===== config.mk =====
export PLATFORM = sky130hd
export DESIGN_NAME = alu_bcd_display_flat
export DESIGN_NICKNAME = d
export VERILOG_FILES = /design/src/rtl/alu_bcd_display_if.sv /design/src/rtl/alu_bcd_display.sv /design/src/flat_wrapper.sv
export SDC_FILE = /design/constraint.sdc
export NUM_CORES = 1
export LEC_CHECK = 0
export BUFFER_PORTS_ARGS = -buffer_cell sky130_fd_sc_hd__clkbuf_2
export CELL_PAD_IN_SITES_DETAIL_PLACEMENT = 1
export CELL_PAD_IN_SITES_GLOBAL_PLACEMENT = 1
export CORE_MARGIN = 3
export CORE_UTILIZATION = 35
export CTS_BUF_LIST = sky130_fd_sc_hd__clkbuf_2 sky130_fd_sc_hd__clkbuf_4 sky130_fd_sc_hd__clkbuf_8
export CTS_CLUSTER_SIZE = 8
export DETAILED_ROUTE_END_ITERATION = 10
export GPL_ROUTABILITY_DRIVEN = 1
export PLACE_DENSITY_LB_ADDON = 0.1
export SLEW_MARGIN = 20
export SYNTH_ARGS = -nofsm -noshare
export SYNTH_HDL_FRONTEND = slang
export SYNTH_SLANG_ARGS = --single-unit

===== constraint.sdc =====
create_clock -name clk -period 3.2 [get_ports clk]
set_input_delay 0.64 -clock clk [delete_from_list [all_inputs] [get_ports clk]]
set_output_delay 0.64 -clock clk [all_outputs]
set_load 0.02 [all_outputs]

===== src/rtl/alu_bcd_display_if.sv =====
// alu_bcd_display_if: board-side switches, buttons and display lines of the ALU/BCD block
interface alu_bcd_display_if #(parameter int Bits = 8, parameter int Digits = 3);
   logic                opsel;
   logic [Bits-1:0]     vA;
   logic [Bits-1:0]     vB;
   logic [6:0]          minus;
   logic [7*Digits-1:0] digits;
   logic [3:0]          ALUflags;
   logic [3:0]          operation;
   logic                busy;
   modport master (output opsel, vA, vB, input minus, digits, ALUflags, operation, busy);
   modport slave  (input opsel, vA, vB, output minus, digits, ALUflags, operation, busy);
endinterface


===== src/rtl/alu_bcd_display.sv =====
// alu_bcd_display: registered signed ALU with button-stepped op and double-dabble 7-segment output
module alu_bcd_display #(
   parameter int Bits   = 8,
   parameter int Digits = 3
) (
   input logic             clk,
   input logic             rst,
   alu_bcd_display_if.slave bus
);
   localparam int W  = 4*Digits + Bits;
   localparam int CW = $clog2(Bits);

   function automatic longint pow10(input int n);
      longint p;
      p = 1;
      for (int i = 0; i < n; i++) p = p * 10;
      return p;
   endfunction

   if (Bits < 4 || Bits > 16 || pow10(Digits) <= (longint'(1) << (Bits-1))) begin : g_bad_params
      $error("alu_bcd_display: Bits must be 4..16 and 10^Digits > 2^(Bits-1)");
   end

   function automatic logic [6:0] seg7(input logic [3:0] d);
      case (d)
         4'd0: seg7 = 7'b1000000;
         4'd1: seg7 = 7'b1111001;
         4'd2: seg7 = 7'b0100100;
         4'd3: seg7 = 7'b0110000;
         4'd4: seg7 = 7'b0011001;
         4'd5: seg7 = 7'b0010010;
         4'd6: seg7 = 7'b0000010;
         4'd7: seg7 = 7'b1111000;
         4'd8: seg7 = 7'b0000000;
         4'd9: seg7 = 7'b0010000;
         default: seg7 = 7'b1111111;
      endcase
   endfunction

   typedef enum logic [1:0] {IDLE, SHIFT, DONE} state_t;

   state_t              state_q, state_d;
   logic [2:0]          sync_q;
   logic [3:0]          op_q, fl_q, fl_d;
   logic [Bits-1:0]     r_q, r_d, last_q, last_d, opb, sum, mag;
   logic                carry, sub, arith, sign_q, sign_d, dsign_q, dsign_d, lit;
   logic [W-1:0]        sh_q, sh_d, adj;
   logic [CW-1:0]       cnt_q, cnt_d;
   logic [4*Digits-1:0] dig_q, dig_d;
   logic [7*Digits-1:0] seg;

   assign sub   = op_q[1];
   assign arith = op_q[0] | op_q[1];
   assign opb   = sub ? ~bus.vB : bus.vB;
   assign {carry, sum} = {1'b0, bus.vA} + {1'b0, opb} + (Bits+1)'(sub);
   assign r_d   = op_q[2] ? (bus.vA & bus.vB) : op_q[3] ? (bus.vA | bus.vB) : sum;
   assign fl_d  = {r_d[Bits-1], r_d == '0, arith & carry,
                   arith & (bus.vA[Bits-1] == opb[Bits-1]) & (sum[Bits-1] != bus.vA[Bits-1])};
   assign mag   = r_q[Bits-1] ? -r_q : r_q;

   always_ff @(posedge clk or posedge rst) begin
      if (rst) begin
         sync_q  <= '0;
         op_q    <= 4'b0001;
         r_q     <= '0;
         fl_q    <= 4'b0100;
         state_q <= IDLE;
         last_q  <= '0;
         sign_q  <= 1'b0;
         sh_q    <= '0;
         cnt_q   <= '0;
         dig_q   <= '0;
         dsign_q <= 1'b0;
      end else begin
         sync_q  <= {sync_q[1:0], bus.opsel};
         op_q    <= (sync_q[1] & ~sync_q[2]) ? {op_q[2:0], op_q[3]} : op_q;
         r_q     <= r_d;
         fl_q    <= fl_d;
         state_q <= state_d;
         last_q  <= last_d;
         sign_q  <= sign_d;
         sh_q    <= sh_d;
         cnt_q   <= cnt_d;
         dig_q   <= dig_d;
         dsign_q <= dsign_d;
      end
   end

   always_comb begin
      adj = sh_q;
      for (int i = 0; i < Digits; i++)
         if (sh_q[Bits+4*i +: 4] >= 4'd5) adj[Bits+4*i +: 4] = sh_q[Bits+4*i +: 4] + 4'd3;
   end

   always_comb begin
      state_d = state_q;
      last_d  = last_q;
      sign_d  = sign_q;
      sh_d    = sh_q;
      cnt_d   = cnt_q;
      dig_d   = dig_q;
      dsign_d = dsign_q;
      case (state_q)
         IDLE: if (r_q != last_q) begin
            state_d = SHIFT;
            last_d  = r_q;
            sign_d  = r_q[Bits-1];
            sh_d    = {{(4*Digits){1'b0}}, mag};
            cnt_d   = '0;
         end
         SHIFT: begin
            sh_d    = {adj[W-2:0], 1'b0};
            cnt_d   = cnt_q + 1'b1;
            state_d = (cnt_q == CW'(Bits-1)) ? DONE : SHIFT;
         end
         default: begin
            dig_d   = sh_q[W-1 -: 4*Digits];
            dsign_d = sign_q;
            state_d = IDLE;
         end
      endcase
   end

   // Leading-zero blanking: a digit is lit once any digit at or above it is nonzero.
   always_comb begin
      lit = 1'b0;
      seg = '1;
      for (int i = Digits-1; i >= 0; i--) begin
         lit = lit | (dig_q[4*i +: 4] != 4'd0) | (i == 0);
         seg[7*i +: 7] = lit ? seg7(dig_q[4*i +: 4]) : 7'b1111111;
      end
   end

   assign bus.digits    = seg;
   assign bus.minus     = (dsign_q && dig_q != '0) ? 7'b0111111 : 7'b1111111;
   assign bus.busy      = state_q != IDLE;
   assign bus.operation = op_q;
   assign bus.ALUflags  = fl_q;
endmodule


===== src/flat_wrapper.sv =====
// flat-port wrapper written by rule: the top's interface ports become plain ports
module alu_bcd_display_flat 
#(
   parameter int Bits   = 8,
   parameter int Digits = 3
)
  (clk, rst, bus_opsel, bus_vA, bus_vB, bus_minus, bus_digits, bus_ALUflags, bus_operation, bus_busy);
  alu_bcd_display_if #(.Bits(Bits), .Digits(Digits)) bus_i ();
  input logic clk;
  input logic rst;
  input wire logic [$bits(bus_i.opsel)-1:0] bus_opsel;
  input wire logic [$bits(bus_i.vA)-1:0] bus_vA;
  input wire logic [$bits(bus_i.vB)-1:0] bus_vB;
  output wire logic [$bits(bus_i.minus)-1:0] bus_minus;
  output wire logic [$bits(bus_i.digits)-1:0] bus_digits;
  output wire logic [$bits(bus_i.ALUflags)-1:0] bus_ALUflags;
  output wire logic [$bits(bus_i.operation)-1:0] bus_operation;
  output wire logic [$bits(bus_i.busy)-1:0] bus_busy;
  assign bus_i.opsel = bus_opsel;
  assign bus_i.vA = bus_vA;
  assign bus_i.vB = bus_vB;
  assign bus_minus = bus_i.minus;
  assign bus_digits = bus_i.digits;
  assign bus_ALUflags = bus_i.ALUflags;
  assign bus_operation = bus_i.operation;
  assign bus_busy = bus_i.busy;
  alu_bcd_display #(.Bits(Bits), .Digits(Digits)) u_core (.clk(clk), .rst(rst), .bus(bus_i));
endmodule

* After elaboration in Yosys (flattened, before gate mapping)
Memories as Yosys holds them, arrays and structs flattened.
Index checks and enable logic that the tools add are counted.
** Storage, ports and cells
- Input bits :: 19
- Output and inout port bits :: 37
- ROM bits :: 336
- RAM bits :: 0
- Register bits :: 66
- Latch bits :: 0
- Memories kept :: 3
** Memories
- (no name shown) :: words 16, width 7, rd ports 1, clocked after Yosys merged registers in 0, write ports 0, line alu_bcd_display.sv:25 : case (d)
- (no name shown) :: words 16, width 7, rd ports 1, clocked after Yosys merged registers in 0, write ports 0, line alu_bcd_display.sv:25
- (no name shown) :: words 16, width 7, rd ports 1, clocked after Yosys merged registers in 0, write ports 0, line alu_bcd_display.sv:25
** Cells by class
- Shift operators :: 0
- Equality and inequality tests :: 6
- Order comparisons :: 3
- Reductions and logical operators :: 11
- Muxes and demuxes :: 17
- $mul :: 0
- Bitwise gates (word level) :: 10
- $add $sub $neg :: 7
- Divide/modulo/power cells :: 0
** Operators with widths (count)
- $pmux W20 S2 :: 1
- $mux W8 :: 4
- $mux W7 :: 3
- $mux W20 :: 1
- $ge A4 B3 Y1 const B :: 3
- $reduce_bool A12 Y1 :: 1
- $add A8 B8 Y9 :: 1
- $add A9 B1 Y9 :: 1
- $add A4 B2 Y4 const B :: 2
- $and A8 B8 Y8 :: 1
- $logic_not A8 Y1 :: 1
- $mux W4 :: 2
- $ne A8 B8 Y1 :: 1
- $neg A8 Y8 :: 1
- $not A8 Y8 :: 1
- $or A8 B8 Y8 :: 1
- $reduce_bool A4 Y1 :: 2
- $mux W3 :: 2
- $pmux W3 S2 :: 1
- $and A1 B1 Y1 :: 4
- $mux W2 :: 2
- $pmux W2 S2 :: 1
- $reduce_and A2 Y1 :: 2
- $reduce_bool A2 Y1 :: 2
- 12 further kinds :: 13

* Logic depth before layout (Yosys ltp)
Gate-level depths: netlist (run 1).
- Word-level depth :: 7
- Mapped depth :: 9

* Least setup slack after synthesis (run 1)
No wires, ideal clock.
- Path type :: reg-to-reg
- Start :: register u_core.op_q[1], in the netlist u_core.bus.operation[1]
- End :: register u_core.fl_q[2], in the netlist u_core.bus.ALUflags[2]
- Setup slack :: 0.276 ns
- Arrival :: 2.835 ns
- Period minus slack after synthesis :: 2.924 ns
- Stages on the path, launching flop included :: 10
- Library setup time :: 0.089 ns
- Buffers on the path :: 1
- Cells stage by stage :: dfrtp_1 > clkbuf_1 > xor2_1 > fa_1 > a21o_1 > a2111oi_4 > nor3_1 > or4_1 > nor2_1 > nor4b_2
** On the way
- Cells in the longest elaborated chain, start to end :: 6
** Ends and longest elaborated chain
- start, declared :: line alu_bcd_display.sv:44 : logic [3:0] op_q, fl_q, fl_d;
- start signal, assigned :: line alu_bcd_display.sv:76 : op_q <= (sync_q[1] & ~sync_q[2]) ? {op_q[2:0], op_q[3]} : op_q;
- $mux W8 :: line alu_bcd_display.sv:54 : assign opb = sub ? ~bus.vB : bus.vB;
- $add A8 B8 Y9 :: line alu_bcd_display.sv:55 : assign {carry, sum} = {1'b0, bus.vA} + {1'b0, opb} + (Bits+1)'(sub);
- $add A9 B1 Y9 (*) :: line alu_bcd_display.sv:55
- $mux W8 (*) (2 in a row) :: line alu_bcd_display.sv:56 : assign r_d = op_q[2] ? (bus.vA & bus.vB) : op_q[3] ? (bus.vA | bus.vB) : sum;
- net u_core.r_d[4] :: line alu_bcd_display.sv:45 : logic [Bits-1:0] r_q, r_d, last_q, last_d, opb, sum, mag;
- $logic_not A8 Y1 (*) :: line alu_bcd_display.sv:57 : assign fl_d = {r_d[Bits-1], r_d == '0, arith & carry,
- net u_core.fl_d[2] :: line alu_bcd_display.sv:44
- end signal, assigned :: line alu_bcd_display.sv:78 : fl_q <= fl_d;
- end, declared :: line alu_bcd_display.sv:44
The timed path passes the listed nets; every way through them passes the cells marked *.
A chain may end at the register's enable or synchronous reset.

* Worst setup path after layout (run 1)
Ends and elaborated chain as after synthesis.

==> impl_metrics.yaml, run 1 <==
run_status:
  status: "finished clean"
global_route:
  grt_start_max_net_pins: 65
  use_met3_pct: 2.406
  grt-ovfl-total: 0
  met2_usage_pct: 24.84
  met1_usage_pct: 18.44
  grt_pass1_vias: 3266
  grt_pass1_wl_mm: 15.44
  track_usage_pct: 14.61
  antenna_found_initial: 0
  grt_most_used_layer: "met2"
finish:
  drive_gt1_share_pct: 20.04
  synthToLayoutAreaGrowth_pct: 15.07
  nNetsFinal: 535
  nFillCells: 1313
  diodes: 0
  stdcell_area_mm2: 0.004613
placed_design:
  hpwl_mm: 6.586
  gp_congestion: 0.8059
  portBuffers: 49
  placed_cell_area_mm2: 0.004369
  dp_worst_setup_slack_ns: 0.04853
drt:
  via_per_inst: 4.967
  drc: 0
  first_pass_iters: 4
  route.vias.total: 3124
  ant_nets: 0
  routed_wl_mm: 8.688
  dr.first_iter.drc_count: 95
  wl_per_cell_um: 13.81
synth:
  synth_edf_count: 0
  yosysTopAreaCell: "dfrtp_1"
  ys_async_sr_fraction_pct: 100.0
  synth_area_mm2: 0.004009
  synth.cells.most_frequent: "dfrtp_1 (62), nand2_1 (58), nor2_1 (37)"
  synth_cell_types: 51
  yosys_most_used_dff: "dfrtp_1"
  yosysWarnings: 0
  ys_ff_latch: 64
  synth_top_area_share_pct: 38.70
  yosysSeqAreaShare_pct: 40.01
  synthTopCellsByArea: "dfrtp_1 (39%), ha_1 (9.7%), nand2_1 (5.4%)"
  syn_inst: 437
  synth.avg_cell_area_um2: 9.174
  yosysMostFrequentCell: "dfrtp_1"
sta:
  fmax_mhz: 347.1
  min_period_ns: 2.881
  rsz0062_at_grt: "no"
  hold_viol_final: 0
  report.final.slew_viol_count: 0
  finClkSkew_ns: 0.01110
  finalSetupViolCount: 0
  setup-tns-final_ns: 0
  relSlewSlack_pct: 47.52
  tightest_slew_ns: 0.7873
  fin_ws_ns: 0.3187
  fin_crit_sh_pct: 90.04
setup_path:
  endpoint_kind: "register"
  critPathKind: "register to register"
  arrival_ns: 3.13
  start_kind: "register"
  cp.required_ns: 3.45
  path_max_fanout: 6
min_path:
  hold_class: "register to register"
clock_network:
  clk_pin_slew_ns: 0.08
  clock-sinks: 64
  cts_tree: "done"
  cts_buffers: 9
  clockRootBuffer: "clkbuf_8"
  cts_resized: 0
  post_cts_buffers: 0
  clock_latency_ns: 0.34
  ctsHoldBuffers: 0
  clockBufferDepth: 2
  h-tree-depth: 3
power:
  leakagePower_nw: 2.161
  power_density_mw_per_mm2: 977.5
  vdd_drop_max_uv: 611.2
floorplan:
  rows: 38
  die_h_um: 113.0
  ioPinCount: 56
  die_w_um: 113.0
  core_area_mm2: 0.01103
  initial_core_util_pct: 36.34
  dieArea_mm2: 0.01277
run:
  drv_cap: 0
==> routing by layer <==
layer / share of wire [%] / up-vias
li1: - / 1584
met1: 47 / 1491
met2: 49 / 41
met3: 2.9 / 8
met4: 1.4 / 0
met5: 0 / -
==> cell type report <==
| type | instances | area, um2 | share of cell area [%] |
|---|---|---|---|
| Multi-Input combinational cell | 333 | 2213 | 47.98 |
| Clock inverter | 7 | 120.1 | 2.604 |
| Sequential cell | 64 | 1604 | 34.77 |
| Tap cell | 140 | 175.2 | 3.797 |
| Timing Repair Buffer | 57 | 305.3 | 6.618 |
| Clock buffer | 9 | 123.9 | 2.685 |
| Inverter | 19 | 71.32 | 1.546 |
==> critical path: stages, from the launching register on <==
cell       delay [ns]
dfrtp_1          0.49
mux2_2           0.35
fa_1             0.45
a21o_1           0.22
a2111oi_4        0.34
nor3_1           0.10
or4_1            0.52
nor2_1           0.11
nor4b_2          0.20
==> placed cells by master, fill, tap and decap left out, types with 2 or more instances in the layout <==
master,Yosys,layout
a211oi_1,3,3
a21oi_1,30,30
a221o_1,4,4
a221oi_1,4,4
a31oi_1,4,4
a32o_1,3,3
and2_1,3,3
buf_4,7,8
bufinv_16,0,3
clkbuf_2,0,49
clkbuf_8,1,9
clkinv_4,0,2
conb_1,1,6
dfrtp_1,62,62
dfstp_2,2,2
ha_1,31,31
inv_1,19,18
mux2_2,12,12
mux2i_1,4,4
nand2_1,58,58
nand2b_1,10,10
nand3_1,11,11
nor2_1,37,37
nor2b_1,5,5
nor3_1,4,4
nor3b_1,4,4
nor4_1,2,2
o21ai_0,35,35
o21bai_1,2,2
o31ai_1,7,7
or2_2,4,4
or4_1,2,2
xnor2_1,10,10
xor2_1,21,21
==> kinds of logic after synthesis <==
family	after synthesis	share of synthesized area (%)
AOI/OAI and AO/OA	103	16.57
xor gates and xnor gates	31	6.773
adders and majority gates	32	10.17
buffers and inverters	45	5.243
DFF	64	40.01
muxes	16	4.370
other	1	0.09354
and+or+nand+nor	145	16.76
==> per-stage QoR <==
step / hold slack (ns) / cells / total power [mW] / util (%)
global route: 0.3649 / 629 / 4.944 / 41.82
detailed placement: 0.3373 / 613 / 3.723 / 39.61
finish: 0.3583 / 629 / 4.509 / 41.82
global placement: 0.3364 / 613 / 3.657 / 39.61
floorplan: 0.3312 / 442 / 3.071 / -
CTS: 0.3625 / 629 / 4.597 / 41.82
==> state kept, by name, summed over array words and instances, names as in the netlist <==
register,cells
u_core.cnt_q,3
u_core.bus.operation,4
u_core.dsign_q,1
u_core.last_q,7
u_core.dig_q,12
u_core.r_q,7
u_core.sign_q,1
u_core.sync_q,3
u_core.state_q,2
u_core.bus.ALUflags,4
u_core.sh_q,20
==> path summary, 6_finish.rpt <==
path                                              start                     end  slack, ns  cells after the start
min in group asynchronous                           rst        u_core.sync_q[1]       0.50                      3
worst min register to register         u_core.sync_q[0]        u_core.sync_q[1]       0.36                      0
worst min-delay path                   u_core.sync_q[0]        u_core.sync_q[1]       0.36                      0
max in group asynchronous                           rst        u_core.last_q[1]       2.18                      3
worst max register to register  u_core.bus.operation[1]  u_core.bus.ALUflags[2]       0.32                      8
worst max-delay path            u_core.bus.operation[1]  u_core.bus.ALUflags[2]       0.32                      8
==> report_power, final <==
| group | leakage, nW | total [mW] | switching [mW] | internal [mW] |
|---|---|---|---|---|
| registers | 0.796 | 1.40 | 0.308 | 1.09 |
| logic | 1.25 | 2.26 | 1.36 | 0.905 |
| clock network | 0.119 | 0.844 | 0.326 | 0.518 |
Power figures use the tool's default switching activity.
==> inputs of run 2 (changes only) <==
--- a/config.mk
+++ b/config.mk
@@ -6,11 +6,12 @@
 export NUM_CORES = 1
 export LEC_CHECK = 0
 export BUFFER_PORTS_ARGS = -buffer_cell sky130_fd_sc_hd__clkbuf_2
+export CAP_MARGIN = 5
 export CELL_PAD_IN_SITES_DETAIL_PLACEMENT = 1
 export CELL_PAD_IN_SITES_GLOBAL_PLACEMENT = 1
 export CORE_MARGIN = 3
 export CORE_UTILIZATION = 35
-export CTS_BUF_LIST = sky130_fd_sc_hd__clkbuf_2 sky130_fd_sc_hd__clkbuf_4 sky130_fd_sc_hd__clkbuf_8
+export CTS_BUF_LIST = sky130_fd_sc_hd__clkbuf_4
 export CTS_CLUSTER_SIZE = 8
 export DETAILED_ROUTE_END_ITERATION = 10
 export GPL_ROUTABILITY_DRIVEN = 1
==> run 2 against run 1 <==
Compared with the run above: utilization shrank 0.51 points; critical path type unchanged; setup slack worse by 0.020 ns; clock skew increased by 0.011 ns; fmax shrank 0.69%; via count is 0.42% higher; sequential cell count stayed put; non-clock buffer count unchanged; sequential share of layout area up 0.43 points; global-route usage down 0.23 points; hold slack worse by 0.038 ns; register-to-register slack got worse by 0.02 ns.
==> impl_metrics.yaml, run 2 (synthesis results as in run 1) <==
floorplan:
  core_area_mm2: 0.01103
  die_h_um: 113.0
  die_w_um: 113.0
  dieArea_mm2: 0.01277
  ioPinCount: 56
  rows: 38
  initial_core_util_pct: 36.34
placed_design:
  dp.cells: 613
  portBuffers: 49
  gp_congestion: 0.8059
  hpwl_mm: 6.586
drt:
  dr.first_iter.drc_count: 113
  drc: 0
  route.vias.total: 3137
  first_pass_iters: 4
  routed_wl_mm: 8.590
  via_per_inst: 4.987
  wl_per_cell_um: 13.66
  ant_nets: 0
global_route:
  grt_start_max_net_pins: 65
  met1_usage_pct: 18.70
  grt_most_used_layer: "met2"
  use_met3_pct: 3.369
  met2_usage_pct: 23.85
  antenna_found_initial: 0
  grt_pass1_wl_mm: 15.25
  grt-ovfl-total: 0
  grt_pass1_vias: 3235
  track_usage_pct: 14.39
clock_network:
  clockRootBuffer: "clkbuf_4"
  post_cts_buffers: 0
  clock-sinks: 64
  ctsHoldBuffers: 0
  cts_buffers: 9
  h-tree-depth: 3
  cts_resized: 0
  clockBufferDepth: 2
  cts_tree: "done"
  clk_pin_slew_ns: 0.12
  clock_latency_ns: 0.41
power:
  combPwrFrac_pct: 51.7
  power_density_mw_per_mm2: 957.5
  vdd_drop_max_uv: 606.5
  swShare_pct: 45.16
  power.internal_mw: 2.393
  switchingPower_mw: 1.970
  pwr-share-clk_pct: 16.2
  seq_power_share_pct: 32.1
  power_mw: 4.363
  leakagePower_nw: 2.138
sta:
  fin_crit_sh_pct: 90.67
  report.final.slew_viol_count: 0
  finClkSkew_ns: 0.02176
  tightest_slew_ns: 0.7934
  finalSetupViolCount: 0
  rsz0062_at_grt: "no"
  setup-tns-final_ns: 0
  min_period_ns: 2.901
  fmax_mhz: 344.7
  hold_viol_final: 0
  relSlewSlack_pct: 47.11
finish:
  diodes: 0
  synthToLayoutAreaGrowth_pct: 13.67
  largest_reg_flops: 20
  final_cells: 629
  nNetsFinal: 535
  final_common_cell: "dfrtp_1"
  reg_top3: "u_core.sh_q: 20 flops, u_core.dig_q: 12 flops"
  final_cell_mix: "dfrtp_1 (62), nand2_1 (58), clkbuf_2 (49)"
  drive_gt1_share_pct: 20.04
  largest-register: "u_core.sh_q"
setup_path:
  endpoint_kind: "register"
  cp.required_ns: 3.51
  cp_cell_sequence: "mux2_2 -> fa_1 -> a21o_1 -> a2111oi_4 -> nor3_1 -> or4_1 -> nor2_1 -> nor4b_2"
  start_kind: "register"
  critPathSlowestCell: "or4_1"
  path_max_fanout: 6
  critPathKind: "register to register"
  slowest_delay_ns: 0.52
  arrival_ns: 3.22
  crit_family: "simple AND/OR/NAND/NOR gates"
  worst-path-buf-inv: 0
run:
  drv_cap: 0
run_status:
  status: "finished clean"
min_path:
  hold_class: "input pin to register"
[run 2: cell counts in the layout (fill, tap and decap cells not counted)]
Identical to the previous run, type by type.
[run 2: worst paths after layout]
check / startpoint / end / slack [ns] / depth (start not counted)
setup / recovery: u_core.bus.operation[1] / u_core.bus.ALUflags[2] / 0.30 / 8
hold / removal: bus_opsel / u_core.sync_q[0] / 0.32 / 1
setup reg to reg: u_core.bus.operation[1] / u_core.bus.ALUflags[2] / 0.30 / 8
hold reg to reg: u_core.sync_q[0] / u_core.sync_q[1] / 0.37 / 0
max in group asynchronous: rst / u_core.r_q[5] / 2.25 / 3
min in group asynchronous: rst / u_core.sync_q[1] / 0.42 / 3
[run 2: per-stage QoR]
step           setup slack, ns  instance area (um2)  util (%)  hold slack (ns)
3_3_place_gp            0.1006                 4369     39.61           0.3364
3_5_place_dp           0.04853                 4369     39.61           0.3373
5_1_grt                 0.1638                 4557     41.31           0.2744
4_1_cts                 0.3050                 4557     41.31           0.2956
2_1_floorplan           0.2760                 4028         -           0.3312
6_report                0.2987                 4557     41.31           0.3206
[run 2: layout make-up]
type | instances | area [um2]
clock inverters | 7 | 120.1
inverters | 19 | 71.32
flip-flops and latches | 64 | 1604
clock buffers | 9 | 67.56
multi-input cells | 333 | 2213
fillers | 1325 | 6474
repair buffers | 57 | 305.3
well taps | 140 | 175.2
[run 2: metal layers]
metal / up-vias / wire length [um] / part of all wire [%]
li1: 1584 / - / -
met3: 12 / 299 / 3.5
met5: - / 0 / 0
met1: 1497 / 4089 / 48
met2: 44 / 4089 / 48
met4: 0 / 111 / 1.3
[run 2: worst reg2reg max path, cell delays in order, from the launching register on]
cell and delay, ns:
dfrtp_1 0.50, mux2_2 0.35, fa_1 0.45, a21o_1 0.22, a2111oi_4 0.34, nor3_1 0.10, or4_1 0.52, nor2_1 0.11
nor4b_2 0.20
[run 2: power groups by stage]
| stage | logic, mW | clock network, mW | registers [mW] |
|---|---|---|---|
| floorplan | 1.78 | 0 | 1.29 |
| global placement | 2.24 | 0 | 1.41 |
| detailed placement | 2.30 | 0 | 1.42 |
| CTS | 2.31 | 0.727 | 1.41 |
| global route | 2.57 | 0.774 | 1.46 |
| finish | 2.26 | 0.708 | 1.40 |
==> inputs of run 3 (changes only) <==
--- a/config.mk
+++ b/config.mk
@@ -9,6 +9,7 @@
 export CAP_MARGIN = 5
 export CELL_PAD_IN_SITES_DETAIL_PLACEMENT = 1
 export CELL_PAD_IN_SITES_GLOBAL_PLACEMENT = 1
+export CORE_ASPECT_RATIO = 1.4
 export CORE_MARGIN = 3
 export CORE_UTILIZATION = 35
 export CTS_BUF_LIST = sky130_fd_sc_hd__clkbuf_4
==> run 3 against run 2 <==
Compared with the run above: final area is 0.38% lower; critical path depth stayed put; global-route usage is 0.91 points higher; fmax is 3.1% higher; sequential power hardly changed; register-to-register slack better by 0.09 ns; critical path type unchanged; largest cell class unchanged; highest routed layer unchanged.
==> impl_metrics.yaml, run 3 (synthesis results as in run 1) <==
setup_path:
  crit_family: "simple AND/OR/NAND/NOR gates"
  endpoint_kind: "register"
  critPathKind: "register to register"
  cp.required_ns: 3.52
  r2r_setup_slack_ns: 0.39
  arrival_ns: 3.13
  start_kind: "register"
  critPathSlowestCell: "or4_1"
  slowest_delay_ns: 0.51
  cp_cell_sequence: "mux2_2 -> fa_1 -> a21o_1 -> a2111oi_4 -> nor3_1 -> or4_1 -> nor2_1 -> nor4b_2"
  path_max_fanout: 7
  worst-path-buf-inv: 0
drt:
  routed_wl_mm: 9.266
  dr.first_iter.drc_count: 77
  route.vias.total: 3253
  wl_per_cell_um: 14.75
  first_pass_iters: 4
  via_per_inst: 5.180
  drc: 0
  ant_nets: 0
floorplan:
  die_w_um: 96.45
  initial_core_util_pct: 36.33
  core_area_mm2: 0.01104
  rows: 45
  die_h_um: 132.6
  dieArea_mm2: 0.01279
  ioPinCount: 56
sta:
  finalSetupViolCount: 0
  finClkSkew_ns: 0.01235
  hold_viol_final: 0
  report.final.slew_viol_count: 0
  rsz0062_at_grt: "no"
  fin_ws_ns: 0.3870
  fmax_mhz: 355.5
  relSlewSlack_pct: 55.83
  min_period_ns: 2.813
  setup-tns-final_ns: 0
  fin_crit_sh_pct: 87.90
  tightest_slew_ns: 0.6575
placed_design:
  hpwl_mm: 7.092
  gp_congestion: 0.7519
  portBuffers: 49
  dp_worst_setup_slack_ns: 0.07293
  dp.cells: 612
finish:
  final_common_cell: "dfrtp_1"
  largest-register: "u_core.sh_q"
  reg_top3: "u_core.sh_q: 20 flops, u_core.dig_q: 12 flops"
  final_util_pct: 41.13
  drive_gt1_share_pct: 19.51
  largest_reg_flops: 20
  diodes: 0
  nNetsFinal: 533
  final_cell_mix: "dfrtp_1 (62), nand2_1 (58), clkbuf_2 (49)"
  nFillCells: 1316
  synthToLayoutAreaGrowth_pct: 13.23
  final_cells: 628
power:
  switchingPower_mw: 1.975
  leakagePower_nw: 2.131
  power.internal_mw: 2.346
  seq_power_share_pct: 32.7
  pwr-share-clk_pct: 14.4
  power_density_mw_per_mm2: 951.9
  vdd_drop_max_uv: 302.7
  combPwrFrac_pct: 53.0
  swShare_pct: 45.70
  power_mw: 4.321
min_path:
  hold_class: "input pin to asynchronous set/reset pin"
clock_network:
  clockBufferDepth: 2
  post_cts_buffers: 0
  h-tree-depth: 3
  clock_latency_ns: 0.40
  clock-sinks: 64
  clk_pin_slew_ns: 0.10
  cts_buffers: 9
  cts_resized: 0
  clockRootBuffer: "clkbuf_4"
  cts_tree: "done"
  ctsHoldBuffers: 0
global_route:
  track_usage_pct: 15.29
  grt_start_max_net_pins: 62
  grt_pass1_vias: 3276
  grt-ovfl-total: 0
  antenna_found_initial: 0
  grt_pass1_wl_mm: 15.44
run:
  drv_cap: 0
run_status:
  status: "finished clean"
run 3: through the flow:
step	area, um2	hold slack (ns)
after global placement	4380	0.3396
final	4539	0.08051
after CTS	4539	0.04695
after detailed placement	4380	0.3472
after global routing	4539	0.04545
after floorplan	4028	0.3312
run 3: per-layer routing:
metal	part of all wire (%)	GRT usage [%]	routed length [um]	vias up
met5	0	0	0	-
met4	1.1	5.226	104	0
met3	3.0	3.413	276	7
met2	56	28.73	5180	43
met1	40	16.19	3705	1618
li1	-	-	-	1585
run 3: layout make-up:
cell class                      count  area (um2)  area share [%]
Multi-Input combinational cell    333        2213           48.76
Sequential cell                    64        1604           35.34
Tap cell                          141       176.4           3.886
Clock buffer                       12       90.09           1.985
Timing Repair Buffer               55       315.3           6.946
Clock inverter                      4       68.82           1.516
Inverter                           19       71.32           1.571
run 3: path summary, 6_finish.rpt:
kind	from	to	cells past startpoint
max in group asynchronous	rst	u_core.bus.operation[0]	3
worst min-delay path	rst	u_core.sync_q[0]	2
worst max register to register	u_core.bus.operation[1]	u_core.bus.ALUflags[2]	8
worst min register to register	u_core.sync_q[0]	u_core.sync_q[1]	0
worst max-delay path	u_core.bus.operation[1]	u_core.bus.ALUflags[2]	8
min in group clk	bus_opsel	u_core.sync_q[0]	1
run 3: worst reg2reg max path, cell delays in order, from the launching register on:
cell       delay [ns]
dfrtp_1          0.50
mux2_2           0.36
fa_1             0.43
a21o_1           0.21
a2111oi_4        0.34
nor3_1           0.10
or4_1            0.51
nor2_1           0.08
nor4b_2          0.20
run 3: power by group through the flow:
stage	Clock (mW)	Sequential (mW)	Combinational (mW)
floorplan	0	1.29	1.78
global placement	0	1.42	2.27
detailed placement	0	1.44	2.33
CTS	0.648	1.42	2.34
global route	0.688	1.47	2.59
finish	0.621	1.41	2.29
